$ cat src/rtl/lift_pkg.sv
// Shared types and constants for the lift car/shaft plant model.
package lift_pkg;

  typedef enum logic [2:0] {
    ST_AT_FLOOR,
    ST_MOVING,
    ST_OPENING,
    ST_OPEN,
    ST_CLOSING,
    ST_FAULT
  } car_state_t;

  typedef enum logic [1:0] {
    FLT_NONE       = 2'd0,
    OVERTRAVEL     = 2'd1,
    DOOR_IN_MOTION = 2'd2
  } fault_code_t;

  localparam logic DIR_UP = 1'b1;
  localparam logic DIR_DN = 1'b0;

endpackage

$ cat src/rtl/lift_timer.sv
// Loadable down-counter shared by the travel and door phases.
// expire is high while the count sits at 1, i.e. during the last cycle of a phase.
module lift_timer #(
  parameter int W = 5
) (
  input  logic         clk,
  input  logic         rst_n,
  input  logic         load,
  input  logic [W-1:0] value,
  output logic         expire
);

  logic [W-1:0] r_count;

  // Load takes priority; otherwise count down and park at zero.
  always_ff @(posedge clk or negedge rst_n) begin
    if (!rst_n) begin
      r_count <= '0;
    end else if (load) begin
      r_count <= value;
    end else if (r_count != '0) begin
      r_count <= r_count - 1'b1;
    end
  end

  assign expire = (r_count == W'(1));

endmodule

$ cat src/rtl/lift_car_plant.sv
// Behavioural lift car/shaft plant: turns controller commands into timed
// floor sensing, door status and a sticky fault report.
module lift_car_plant
  import lift_pkg::*;
#(
  parameter int N_FLOORS      = 12,
  parameter int TRAVEL_CYCLES = 16,
  parameter int DOOR_CYCLES   = 4,
  parameter int START_FLOOR   = 0
) (
  input  logic                        clk,
  input  logic                        reset,
  input  logic                        direction,
  input  logic                        motion,
  input  logic                        door_open,
  output logic [N_FLOORS-1:0]         floor_sense,
  output logic [$clog2(N_FLOORS)-1:0] cur_floor,
  output logic                        door_closed,
  output logic                        door_fully_open,
  output logic                        fault,
  output logic [1:0]                  fault_code
);

  localparam int FW   = $clog2(N_FLOORS);
  localparam int TMAX = (TRAVEL_CYCLES > DOOR_CYCLES) ? TRAVEL_CYCLES : DOOR_CYCLES;
  localparam int TW   = $clog2(TMAX + 1);

  localparam logic [N_FLOORS-1:0] ONE        = N_FLOORS'(1);
  localparam logic [N_FLOORS-1:0] RST_SENSE  = ONE << START_FLOOR;
  localparam logic [FW-1:0]       TOP_FLOOR  = FW'(N_FLOORS - 1);
  localparam logic [FW-1:0]       RST_FLOOR  = FW'(START_FLOOR);
  localparam logic [TW-1:0]       TRAVEL_LD  = TW'(TRAVEL_CYCLES);
  localparam logic [TW-1:0]       DOOR_LD    = TW'(DOOR_CYCLES);

  car_state_t          r_state, w_nxt_state;
  logic [FW-1:0]       r_cur_floor, w_nxt_floor;
  logic [N_FLOORS-1:0] r_floor_sense, w_nxt_sense;
  logic                r_door_closed, w_nxt_closed;
  logic                r_door_fully_open, w_nxt_fopen;
  logic                r_dir, w_nxt_dir;
  logic                r_fault;
  fault_code_t         r_fault_code;
  logic                w_flt_req;
  fault_code_t         w_flt_code;
  logic                w_load;
  logic [TW-1:0]       w_load_val;
  logic                w_expire;

  lift_timer #(.W(TW)) u_timer (
    .clk    (clk),
    .rst_n  (reset),
    .load   (w_load),
    .value  (w_load_val),
    .expire (w_expire)
  );

  // State and registered outputs; a fault freezes everything except the flag.
  always_ff @(posedge clk or negedge reset) begin
    if (!reset) begin
      r_state           <= ST_AT_FLOOR;
      r_cur_floor       <= RST_FLOOR;
      r_floor_sense     <= RST_SENSE;
      r_door_closed     <= 1'b1;
      r_door_fully_open <= 1'b0;
      r_dir             <= DIR_UP;
      r_fault           <= 1'b0;
      r_fault_code      <= FLT_NONE;
    end else begin
      r_state           <= w_nxt_state;
      r_cur_floor       <= w_nxt_floor;
      r_floor_sense     <= w_nxt_sense;
      r_door_closed     <= w_nxt_closed;
      r_door_fully_open <= w_nxt_fopen;
      r_dir             <= w_nxt_dir;
      if (w_flt_req) begin
        r_fault      <= 1'b1;
        r_fault_code <= w_flt_code;
      end
    end
  end

  // Next-state, next-output and timer-load decode.
  always_comb begin
    w_nxt_state = r_state;
    w_nxt_floor = r_cur_floor;
    w_nxt_sense = r_floor_sense;
    w_nxt_closed = r_door_closed;
    w_nxt_fopen = r_door_fully_open;
    w_nxt_dir   = r_dir;
    w_load      = 1'b0;
    w_load_val  = '0;
    w_flt_req   = 1'b0;
    w_flt_code  = FLT_NONE;
    unique case (r_state)
      ST_AT_FLOOR: begin
        if (motion && door_open) begin
          w_flt_req  = 1'b1;
          w_flt_code = DOOR_IN_MOTION;
        end else if (door_open) begin
          w_nxt_state  = ST_OPENING;
          w_nxt_closed = 1'b0;
          w_load       = 1'b1;
          w_load_val   = DOOR_LD;
        end else if (motion) begin
          if ((direction == DIR_UP && r_cur_floor == TOP_FLOOR) ||
              (direction == DIR_DN && r_cur_floor == '0)) begin
            w_flt_req  = 1'b1;
            w_flt_code = OVERTRAVEL;
          end else begin
            w_nxt_state = ST_MOVING;
            w_nxt_dir   = direction;
            w_nxt_sense = '0;
            w_load      = 1'b1;
            w_load_val  = TRAVEL_LD;
          end
        end
      end
      ST_MOVING: begin
        if (door_open) begin
          w_flt_req  = 1'b1;
          w_flt_code = DOOR_IN_MOTION;
        end else if (w_expire) begin
          w_nxt_floor = (r_dir == DIR_UP) ? r_cur_floor + FW'(1) : r_cur_floor - FW'(1);
          w_nxt_sense = ONE << w_nxt_floor;
          w_nxt_state = ST_AT_FLOOR;
        end
      end
      ST_OPENING: begin
        if (motion) begin
          w_flt_req  = 1'b1;
          w_flt_code = DOOR_IN_MOTION;
        end else if (!door_open) begin
          w_nxt_state = ST_CLOSING;
          w_load      = 1'b1;
          w_load_val  = DOOR_LD;
        end else if (w_expire) begin
          w_nxt_state = ST_OPEN;
          w_nxt_fopen = 1'b1;
        end
      end
      ST_OPEN: begin
        if (motion) begin
          w_flt_req  = 1'b1;
          w_flt_code = DOOR_IN_MOTION;
        end else if (!door_open) begin
          w_nxt_state = ST_CLOSING;
          w_nxt_fopen = 1'b0;
          w_load      = 1'b1;
          w_load_val  = DOOR_LD;
        end
      end
      ST_CLOSING: begin
        if (motion) begin
          w_flt_req  = 1'b1;
          w_flt_code = DOOR_IN_MOTION;
        end else if (door_open) begin
          w_nxt_state = ST_OPENING;
          w_load      = 1'b1;
          w_load_val  = DOOR_LD;
        end else if (w_expire) begin
          w_nxt_state  = ST_AT_FLOOR;
          w_nxt_closed = 1'b1;
        end
      end
      ST_FAULT: begin
        w_nxt_state = ST_FAULT;
      end
      default: begin
        w_nxt_state = ST_FAULT;
      end
    endcase
    if (w_flt_req) begin
      w_nxt_state = ST_FAULT;
    end
  end

  assign floor_sense     = r_floor_sense;
  assign cur_floor       = r_cur_floor;
  assign door_closed     = r_door_closed;
  assign door_fully_open = r_door_fully_open;
  assign fault           = r_fault;
  assign fault_code      = r_fault_code;

endmodule

$ cat config.mk
export PLATFORM = sky130hd
export DESIGN_NAME = lift_car_plant
export DESIGN_NICKNAME = d
export VERILOG_FILES = /design/src/rtl/lift_pkg.sv /design/src/rtl/lift_timer.sv /design/src/rtl/lift_car_plant.sv
export SDC_FILE = /design/constraint.sdc
export NUM_CORES = 1
export LEC_CHECK = 0
export CAP_MARGIN = 15
export CORE_MARGIN = 5
export CORE_UTILIZATION = 40
export DETAILED_ROUTE_END_ITERATION = 7
export SYNTH_ARGS = -nofsm -noshare
export SYNTH_HDL_FRONTEND = slang
export SYNTH_HIERARCHICAL = 1
export SYNTH_SLANG_ARGS = --single-unit
$ cat constraint.sdc
create_clock -name clk -period 3.16 [get_ports clk]
set_clock_uncertainty 0.05 [all_clocks]
set_input_delay 0.79 -clock clk [delete_from_list [all_inputs] [get_ports clk]]
set_output_delay 0.79 -clock clk [all_outputs]
set_load 0.05 [all_outputs]
==> results.json <==
{
  "outcome": "completed",
  "finalCritPeriodShare": 0.841,
  "tns_ps": 0,
  "clk_latency_ps": 280,
  "grt_setup_unrepaired": "no",
  "p_int_mw": 1.13,
  "synth_top_area_share": 0.392,
  "grt_pass1_vias": 1282,
  "grt_pass1_wl_um": 5980,
  "total_power_mw": 2.11,
  "p_clk_frac": 0.145,
  "synth_edf_count": 0,
  "cts_sinks": 30,
  "nets": 221,
  "p_seq_frac": 0.315,
  "antenna_cells": 0,
  "critPathKind": "input port to register",
  "routed_wl_um": 3480,
  "die_w_um": 75.6,
  "fin_crit_ps": 2660,
  "cts-hold-fix-buffers": 0,
  "initial_core_util": 0.421,
  "async_flop_share": 1.00,
  "r2r_slack_ps": 680,
  "crit_fanout": 12,
  "combPwrFrac": 0.540,
  "cts_root_buf": "clkbuf_8",
  "slew_viol_final": 0,
  "cp-end-kind": "register",
  "dpl-instance-area_um2": 2030,
  "crit_start": "door_open",
  "cts_setup_buffers": 0,
  "grt_max_degree": 31,
  "switchingPower_uw": 981,
  "port_buffers": 25,
  "worstReg2RegEnd": "r_state[1]",
  "crit_path_start_kind": "input port",
  "grt_use_total": 0.138,
  "fin_cells": 257,
  "firstDrtPassIters": 4,
  "cts_buffer_depth": 2,
  "row_count": 23,
  "overflow": 0,
  "clkTransAtPathRegs_ps": 60,
  "regToRegStartpoint": "u_timer/r_count[1]",
  "syn_area_per_cell_um2": 9.73,
  "p_sw_frac": 0.464,
  "drv_cap": 0,
  "cts_tree": "built",
  "core-area_um2": 4090,
  "hold_violations": 0,
  "drive_gt1_frac": 0.116,
  "dp.cells": 250,
  "crit_arrival_ps": 2770,
  "hold_path.class": "register to register",
  "synth_cell_type_count": 47,
  "gp_congestion": 0.907,
  "crit_path_end": "r_state[1]",
  "netlist_area_um2": 1720,
  "fmax_mhz": 376,
  "hold_ws_ps": 412,
  "powerDensity_nw_per_um2": 999,
  "dieArea_um2": 5720,
  "seq_area_frac_synth": 0.438,
  "max_slew_margin": 0.641,
  "antenna_found_initial": 0,
  "rr_worst_depth": 9,
  "yosys_register_bits": 30,
  "wl_per_cell_um": 13.5,
  "fillers": 381,
  "yosys_warnings": 6,
  "ir_drop_mv": 0.427,
  "via_count": 1357,
  "fp.dieH_um": 75.6,
  "finalSetupViolCount": 0,
  "yosys.area.top_type": "dfrtp_1",
  "htree_levels": 2,
  "leakage_nw": 0.902,
  "syn2layout_area_growth_pct": 22.8,
  "cts_buffers": 5,
  "hpwl_um": 2650,
  "tightest_slew_ps": 532,
  "fin_area_um2": 2110,
  "ys_top_cells_by_area": "dfrtp_1 (39%), ha_1 (5.8%), nand2_1 (5.2%)",
  "via_per_inst": 5.28,
  "cp.required_ps": 3280,
  "synth-main-ff-cell": "dfrtp_1",
  "postCtsResizedCells": 0,
  "io_pins": 26,
  "synth_cells": 177,
  "route.detailed.drc": 0,
  "antenna_left": 0,
  "drt-initial-drc-count": 48
}
==> cells in the mapped netlist (2+ instances only) <==
library cell,number
and3_1,5
nand3_1,5
nand2_1,24
clkbuf_1,3
dfstp_2,3
xnor2_1,7
a21o_1,2
o21ai_0,17
a211oi_1,2
nand2b_1,4
mux2_2,2
o31ai_1,5
nor2_1,7
a21oi_1,10
a31o_2,3
buf_2,2
ha_1,8
inv_1,11
nor2b_1,2
or2_2,2
dfrtp_1,27
==> layout make-up <==
class / instances / area (um2) / area share
repair buffers: 28 / 273 / 0.129
inverters: 11 / 41.3 / 0.0195
flip-flops and latches: 30 / 754 / 0.357
well taps: 50 / 62.6 / 0.0296
clock buffers: 7 / 86.3 / 0.0408
multi-input cells: 131 / 897 / 0.424
==> cells in the final DEF (no fill, tap or decap), drive strengths merged, types with 7 or more instances in the layout <==
master         Yosys  layout
a21oi             10      10
clkbuf             3       7
clkdlybuf4s50      0      25
dfrtp             27      27
ha                 8       8
inv               11      11
nand2             25      25
nor2               7       7
o21ai             17      17
xnor2              7       7
==> through the flow <==
stage	util	worst slack, ps
floorplan	-	752
finish	0.517	504
detailed placement	0.496	290
global placement	0.496	323
CTS	0.517	544
global route	0.517	438
==> state kept, by name, indices dropped and copies added (netlist names) <==
name             cells
floor_sense         12
u_timer/r_count      5
cur_floor            4
r_state              3
fault_code           2
door_closed          1
door_fully_open      1
fault                1
r_dir                1
==> worst min-delay path by stage <==
stage | start | cells past startpoint | to
global placement | fault | 1 | fault
CTS | fault | 1 | fault
global route | fault | 1 | fault
floorplan | reset | 0 | cur_floor[0]
finish | fault | 1 | fault
detailed placement | fault | 1 | fault
==> critical path, cell delays in order <==
cell,delay (ps)
clkdlybuf4s50_1,760
or3_1,200
nor2_1,60
o41ai_1,560
nand2_1,140
a31o_2,260
==> layer usage <==
layer / wire length, um / vias up / share of wire / global-route usage
met5: 0 / - / 0 / 0
met4: 36 / 0 / 0.010 / 0.0369
met3: 196 / 5 / 0.056 / 0.0422
met2: 1700 / 35 / 0.49 / 0.223
met1: 1550 / 642 / 0.45 / 0.179
li1: - / 675 / - / -
==> cell families (layout without fill, tap and decap cells) <==
| logic type | count (synthesis) | in the layout | share of synthesized area |
|---|---|---|---|
| other | 1 | 3 | 0.00218 |
| AOI/OAI and AO/OA | 46 | 46 | 0.179 |
| buffers and inverters | 18 | 46 | 0.0451 |
| adders and majority gates | 9 | 9 | 0.0698 |
| DFF | 30 | 30 | 0.438 |
| xor gates and xnor gates | 9 | 9 | 0.0538 |
| muxes | 3 | 3 | 0.0189 |
| and+or+nand+nor | 61 | 61 | 0.193 |
==> power groups by stage <==
stage / sequential, mW / clock, mW / combinational [mW]
after CTS: 0.668 / 0.313 / 1.15
after detailed placement: 0.675 / 0 / 1.15
after global routing: 0.689 / 0.331 / 1.25
final: 0.664 / 0.306 / 1.14
after floorplan: 0.884 / 0 / 0.604
after global placement: 0.666 / 0 / 1.13
Note: power is estimated with default switching activity, not from simulation.
